===== config.mk =====
export PLATFORM = sky130hd
export DESIGN_NAME = raw_pattern_gen
export DESIGN_NICKNAME = d
export VERILOG_FILES = /design/src/rtl/raw_pattern_gen.sv
export SDC_FILE = /design/constraint.sdc
export NUM_CORES = 1
export LEC_CHECK = 0
export BUFFER_PORTS_ARGS = -buffer_cell sky130_fd_sc_hd__buf_2
export CAP_MARGIN = 15
export CORE_ASPECT_RATIO = 0.75
export CORE_UTILIZATION = 65
export CTS_BUF_LIST = sky130_fd_sc_hd__clkbuf_4 sky130_fd_sc_hd__clkbuf_8 sky130_fd_sc_hd__clkbuf_16
export DETAILED_ROUTE_END_ITERATION = 6
export GPL_TIMING_DRIVEN = 0
export PLACE_DENSITY = 0.86
export SETUP_SLACK_MARGIN = 0.5
export SYNTH_ARGS = -nofsm -noshare
export SYNTH_HDL_FRONTEND = slang
export SYNTH_SLANG_ARGS = --single-unit

===== constraint.sdc =====
create_clock -name clk -period 7.7 [get_ports clk]
set_input_delay 1.54 -clock clk [delete_from_list [all_inputs] [get_ports clk]]
set_output_delay 1.54 -clock clk [all_outputs]
set_load 0.01 [all_outputs]

===== src/rtl/raw_pattern_gen.sv =====
// -----------------------------------------------------------------------------
// raw_pattern_gen
// Raw Bayer (RGGB) video source for ISP bring-up and regression. It generates
// vsync/hsync/den timing with programmable blanking and one of four test
// patterns on an 8-bit raw sample stream.
//
// Ports
//   clk          in   pixel clock
//   reset        in   synchronous, active-high reset
//   enable       in   1 = run frames back-to-back, 0 = stop at the next frame end
//   pattern_sel  in   0 flat, 1 h-ramp, 2 colour bars, 3 moving diagonal
//   flat_val     in   sample value used by the flat pattern
//   out_vsync    out  frame sync, active-high, whole lines
//   out_hsync    out  line sync, active-high, on every line
//   out_den      out  active-pixel qualifier
//   out_raw      out  raw Bayer sample, 0 whenever out_den = 0
//   frame_cnt    out  completed-frame counter, wraps
//   busy         out  1 while a frame is in progress
// -----------------------------------------------------------------------------
module raw_pattern_gen #(
    parameter int source_h = 512,   // must be a multiple of 8
    parameter int source_v = 512,
    parameter int H_FP     = 16,
    parameter int HS_W     = 8,
    parameter int H_BP     = 16,
    parameter int V_FP     = 2,
    parameter int VS_W     = 2,
    parameter int V_BP     = 2
) (
    input  logic        clk,
    input  logic        reset,
    input  logic        enable,
    input  logic [1:0]  pattern_sel,
    input  logic [7:0]  flat_val,
    output logic        out_vsync,
    output logic        out_hsync,
    output logic        out_den,
    output logic [7:0]  out_raw,
    output logic [15:0] frame_cnt,
    output logic        busy
);

    localparam int H_TOT = source_h + H_FP + HS_W + H_BP;
    localparam int V_TOT = source_v + V_FP + VS_W + V_BP;
    localparam int HW    = (H_TOT > 1) ? $clog2(H_TOT) : 1;
    localparam int VW    = (V_TOT > 1) ? $clog2(V_TOT) : 1;
    localparam int BAR_W = source_h / 8;
    localparam int BW    = (BAR_W > 1) ? $clog2(BAR_W) : 1;

    localparam logic [HW-1:0] H_LAST   = HW'(H_TOT - 1);
    localparam logic [VW-1:0] V_LAST   = VW'(V_TOT - 1);
    localparam logic [BW-1:0] BAR_LAST = BW'(BAR_W - 1);

    // Per-bar channel masks, bit b = bar b (white .. black).
    localparam logic [7:0] R_MASK = 8'h33;
    localparam logic [7:0] G_MASK = 8'h0F;
    localparam logic [7:0] B_MASK = 8'h55;

    typedef enum logic {IDLE, RUN} state_t;

    state_t          state, state_nxt;
    logic [HW-1:0]   h_cnt, h_nxt;
    logic [VW-1:0]   v_cnt, v_nxt;
    logic [2:0]      bar_idx, bar_idx_nxt;
    logic [BW-1:0]   bar_sub, bar_sub_nxt;
    logic [15:0]     frame_cnt_nxt;
    logic [1:0]      pat_q, pat_cur;
    logic [7:0]      flat_q, flat_cur;
    logic            frame_start;
    logic            run_nxt, den_nxt, hs_nxt, vs_nxt;
    logic            bar_on;
    logic [7:0]      pix_nxt;

    // Next position: the counters name the pixel currently on the outputs, so
    // the outputs are registered from the position being moved to.
    // NOTE: every always_comb output gets a default first so no latch is inferred.
    always_comb begin
        state_nxt     = state;
        h_nxt         = h_cnt;
        v_nxt         = v_cnt;
        bar_idx_nxt   = bar_idx;
        bar_sub_nxt   = bar_sub;
        frame_cnt_nxt = frame_cnt;
        case (state)
            IDLE: begin
                if (enable) begin
                    state_nxt   = RUN;
                    h_nxt       = '0;
                    v_nxt       = '0;
                    bar_idx_nxt = '0;
                    bar_sub_nxt = '0;
                end
            end
            RUN: begin
                if (h_cnt == H_LAST) begin
                    h_nxt       = '0;
                    bar_idx_nxt = '0;
                    bar_sub_nxt = '0;
                    if (v_cnt == V_LAST) begin
                        v_nxt         = '0;
                        frame_cnt_nxt = frame_cnt + 16'd1;
                        // enable is only looked at here, so frames are never cut short.
                        if (!enable) state_nxt = IDLE;
                    end else begin
                        v_nxt = v_cnt + VW'(1);
                    end
                end else begin
                    h_nxt = h_cnt + HW'(1);
                    // Bar index b = (x*8)/source_h, tracked incrementally.
                    if (bar_sub == BAR_LAST) begin
                        bar_sub_nxt = '0;
                        bar_idx_nxt = bar_idx + 3'd1;
                    end else begin
                        bar_sub_nxt = bar_sub + BW'(1);
                    end
                end
            end
            default: state_nxt = IDLE;
        endcase
    end

    // Pattern controls are captured on entry to (0,0) and used from that pixel on.
    assign run_nxt     = (state_nxt == RUN);
    assign frame_start = run_nxt && (h_nxt == '0) && (v_nxt == '0);
    assign pat_cur     = frame_start ? pattern_sel : pat_q;
    assign flat_cur    = frame_start ? flat_val    : flat_q;

    always_comb begin
        den_nxt = run_nxt && (int'(h_nxt) < source_h) && (int'(v_nxt) < source_v);
        hs_nxt  = run_nxt && (int'(h_nxt) >= source_h + H_FP)
                          && (int'(h_nxt) <  source_h + H_FP + HS_W);
        vs_nxt  = run_nxt && (int'(v_nxt) >= source_v + V_FP)
                          && (int'(v_nxt) <  source_v + V_FP + VS_W);

        // Bayer phase {y odd, x odd}: R, G / G, B.
        case ({v_nxt[0], h_nxt[0]})
            2'b00:   bar_on = R_MASK[bar_idx_nxt];
            2'b11:   bar_on = B_MASK[bar_idx_nxt];
            default: bar_on = G_MASK[bar_idx_nxt];
        endcase

        case (pat_cur)
            2'd0:    pix_nxt = flat_cur;
            2'd1:    pix_nxt = 8'(h_nxt);
            2'd2:    pix_nxt = bar_on ? 8'hFF : 8'h00;
            default: pix_nxt = 8'(h_nxt) + 8'(v_nxt) + frame_cnt_nxt[7:0];
        endcase
        if (!den_nxt) pix_nxt = 8'h00;
    end

    // NOTE: sequential state uses non-blocking assignments so all registers
    // update together from pre-edge values.
    always_ff @(posedge clk) begin
        if (reset) begin
            state     <= IDLE;
            h_cnt     <= '0;
            v_cnt     <= '0;
            bar_idx   <= '0;
            bar_sub   <= '0;
            pat_q     <= '0;
            flat_q    <= '0;
            frame_cnt <= '0;
            busy      <= 1'b0;
            out_den   <= 1'b0;
            out_hsync <= 1'b0;
            out_vsync <= 1'b0;
            out_raw   <= '0;
        end else begin
            state     <= state_nxt;
            h_cnt     <= h_nxt;
            v_cnt     <= v_nxt;
            bar_idx   <= bar_idx_nxt;
            bar_sub   <= bar_sub_nxt;
            pat_q     <= pat_cur;
            flat_q    <= flat_cur;
            frame_cnt <= frame_cnt_nxt;
            busy      <= run_nxt;
            out_den   <= den_nxt;
            out_hsync <= hs_nxt;
            out_vsync <= vs_nxt;
            out_raw   <= pix_nxt;
        end
    end

endmodule


==> summary.json <==
{
  "run_status": {
    "status": "complete, no violations"
  },
  "timing": {
    "setup_slack_ns": 1.99,
    "fin_setup_tns_ns": 0,
    "relSlewSlack_pct": 30.8,
    "slew_viol_final": 0,
    "worst-slew-pin-transition_ns": 1.03,
    "final.period_utilization_pct": 74.1,
    "timing.final.crit_period_ns": 5.71,
    "finClkSkew_ns": 0.0107,
    "rsz0062_at_grt": "no",
    "max_freq_mhz": 175,
    "finalHoldViolations": 0,
    "final-setup-viol-count": 0,
    "timing.hold.ws_ns": 0.488
  },
  "yosys": {
    "synth_seq_cells": 67,
    "synth.yosys.seq_area_share_pct": 30.1,
    "yosysTopAreaCellShare_pct": 30.1,
    "synth_largest_area_cell": "sky130_fd_sc_hd__dfxtp_1",
    "warnings_from_yosys": 0,
    "syn-num-nets": 547,
    "synth_area_leaders": "sky130_fd_sc_hd__dfxtp_1, sky130_fd_sc_hd__nor2_1, sky130_fd_sc_hd__mux2i_1",
    "postSynth.asyncResetShare_pct": 0,
    "netlist_area_um2": 4450,
    "postSynthCellCount": 513,
    "synth_enable_flop_cells": 0,
    "synth.lib_cells_used.distinct": 77,
    "yosysMostFrequentCell": "sky130_fd_sc_hd__dfxtp_1",
    "ys_top_cells_by_count": "sky130_fd_sc_hd__dfxtp_1, sky130_fd_sc_hd__nor2_1, sky130_fd_sc_hd__nand2_1",
    "synthFlopType": "sky130_fd_sc_hd__dfxtp_1",
    "synth_area_per_cell_um2": 8.68
  },
  "critical_path": {
    "critical_path_peak_fanout": 10,
    "worst_r2r_path_depth": 16,
    "worstSetupEndpoint": "out_raw[7]",
    "worst-r2r-setup-slack_ns": 2.69,
    "worst_setup_path_start_kind": "primary input",
    "crit_path_end_kind": "flop",
    "data_required_time_at_the_worst_endpoint_ns": 7.95,
    "arrival_time_at_the_worst_endpoint_ns": 5.96,
    "path_class": "primary input to flop",
    "worst_setup_path_startpoint": "enable",
    "timing.rr.start": "state",
    "r2r_end": "out_raw[7]"
  },
  "finish": {
    "area_delta_synth_final_pct": 10.2,
    "drive_above_1_share_pct": 15.5,
    "layout.nets": 597,
    "fillCellCount": 480,
    "antennaDiodeCount": 0,
    "layout.cells.non_filler": 647
  },
  "min_path": {
    "worst_hold_path_type": "flop to flop",
    "hold_path_depth": 2
  },
  "power_and_ir_drop": {
    "totalPowerFinal_uw": 742,
    "cellLeakagePower_nw": 2.04,
    "irDropWorstVdd_mv": 0.142,
    "cellPowerDensity_nw_per_um2": 151
  },
  "grt": {
    "overall_fraction_of_global_route_tracks_in_use_pct": 33.4,
    "grt_use_met3_pct": 8.94,
    "grt_use_met1_pct": 45.0,
    "overflow": 0,
    "grt_antenna_before_repair": 0,
    "grt_start_max_net_pins": 12,
    "global_route_wire_length_before_repair_um": 18700,
    "grt_pass1_vias": 3799,
    "grt-busiest-layer": "met2",
    "global_route.usage.met2_pct": 52.3
  },
  "clocking": {
    "cts-buffers-inserted": 9,
    "clockBufferDepth": 2,
    "clkTransAtPathRegs_ns": 0.08,
    "clock-sinks": 67,
    "tritoncts": "done",
    "ctsHoldBuffers": 0,
    "cts_max_level": 3,
    "ctsResizeCount": 0,
    "cts_post_setup_buffers_inserted": 0,
    "clk_root_buffer_cell": "sky130_fd_sc_hd__clkbuf_8",
    "clock_insertion_delay_at_the_later_pin_of_the_skew_report_ns": 0.36
  },
  "placed_design": {
    "numPlacedInstances": 633,
    "dp_hpwl_um": 8450,
    "detailedPlace.worstSlack_ns": 1.78,
    "globalplace.congestion": 0.971,
    "port_buffers": 39
  },
  "detailed_routing": {
    "drt-total-wl_um": 11400,
    "drt_first_iter_violations": 312,
    "wl_per_cell_um": 17.6,
    "vias_per_cell": 6.39,
    "drcViolationCount": 0,
    "firstDrtPassIters": 5,
    "routed_vias": 4136,
    "drt.antenna.violating_nets": 0
  },
  "floorplanning": {
    "floorplan.core_area_um2": 6440,
    "rows": 25,
    "pin_count": 41,
    "fp.dieH_um": 73.7,
    "initial_utilization_pct": 69.1,
    "die_area_um2": 7190,
    "die_width_um": 97.6
  },
  "run": {
    "cap_viol_max_count": 0
  }
}
-- critical path: stages --
cell and delay, ns:
sky130_fd_sc_hd__buf_2 0.12, sky130_fd_sc_hd__nor2_1 0.78, sky130_fd_sc_hd__clkbuf_1 0.51, sky130_fd_sc_hd__a22oi_1 0.29, sky130_fd_sc_hd__xor2_1 0.25, sky130_fd_sc_hd__ha_1 0.30, sky130_fd_sc_hd__ha_1 0.24, sky130_fd_sc_hd__fa_1 0.42
sky130_fd_sc_hd__a21o_1 0.18, sky130_fd_sc_hd__a21oi_1 0.21, sky130_fd_sc_hd__o21bai_1 0.10, sky130_fd_sc_hd__a21oi_1 0.20, sky130_fd_sc_hd__xnor2_1 0.15, sky130_fd_sc_hd__xnor3_1 0.26, sky130_fd_sc_hd__xnor2_1 0.16, sky130_fd_sc_hd__a211oi_1 0.24
-- cells by family after synthesis --
| family | Yosys count | synth area share (%) |
|---|---|---|
| flops | 67 | 30.1 |
| xor+xnor | 28 | 5.81 |
| fa+ha+maj | 21 | 6.91 |
| compound gates | 108 | 18.9 |
| mux | 30 | 7.44 |
| buf+inv | 46 | 4.61 |
| simple gates | 213 | 26.2 |
-- cells in the final DEF, fill, tap and decap left out, types with 15 or more instances in the layout --
master,instances
sky130_fd_sc_hd__o21ai_0,16
sky130_fd_sc_hd__nor2_1,66
sky130_fd_sc_hd__clkbuf_1,17
sky130_fd_sc_hd__ha_1,15
sky130_fd_sc_hd__nand2_1,28
sky130_fd_sc_hd__dfxtp_1,67
sky130_fd_sc_hd__a21oi_1,24
sky130_fd_sc_hd__nand3_1,17
sky130_fd_sc_hd__mux2i_1,20
sky130_fd_sc_hd__inv_1,16
sky130_fd_sc_hd__nor2b_1,20
sky130_fd_sc_hd__a211oi_1,15
sky130_fd_sc_hd__buf_2,44
-- state kept, by name (all words and copies together), names as in the netlist --
register	cells
bar_sub	6
state	1
bar_idx	3
out_raw	8
out_vsync	1
flat_q	8
frame_cnt	16
pat_q	2
h_cnt	10
out_hsync	1
out_den	1
v_cnt	10
-- how the worst min path moves through the flow --
stage	to	slack (ns)	start
3_3_place_gp	bar_sub[2]	0.46	bar_sub[2]
5_1_grt	flat_q[0]	0.52	flat_q[0]
2_1_floorplan	bar_sub[2]	0.44	bar_sub[2]
3_5_place_dp	flat_q[0]	0.48	flat_q[0]
6_report	bar_sub[2]	0.49	bar_sub[2]
4_1_cts	bar_sub[2]	0.49	bar_sub[2]
-- final cells by class --
class | instances | area [um2] | area share [%]
multi-input cells | 400 | 2910 | 59.3
flip-flops and latches | 67 | 1340 | 27.3
repair buffers | 39 | 195 | 3.98
plain buffers | 29 | 141 | 2.88
clock buffers | 9 | 124 | 2.52
well taps | 81 | 101 | 2.07
inverters | 17 | 63.8 | 1.30
clock inverters | 5 | 32.5 | 0.663
-- report_power, final --
group          leakage, nW  switching, mW  internal, mW
clock               0.0730          0.138         0.112
sequential           0.544        0.00570         0.358
combinational         1.43         0.0753        0.0530
-- through the flow --
step | util (%) | cell area, um2
after floorplan | - | 4450
after global placement | 73.7 | 4750
after detailed placement | 73.7 | 4750
after CTS | 76.2 | 4910
after global routing | 76.2 | 4910
final | 76.2 | 4910
-- per-layer routing --
metal,up-vias,routed length [um]
li1,1968,-
met2,211,5010
met5,-,0
met3,31,1030
met4,0,230
met1,1926,5140
Note: power is estimated with default switching activity, not from simulation.
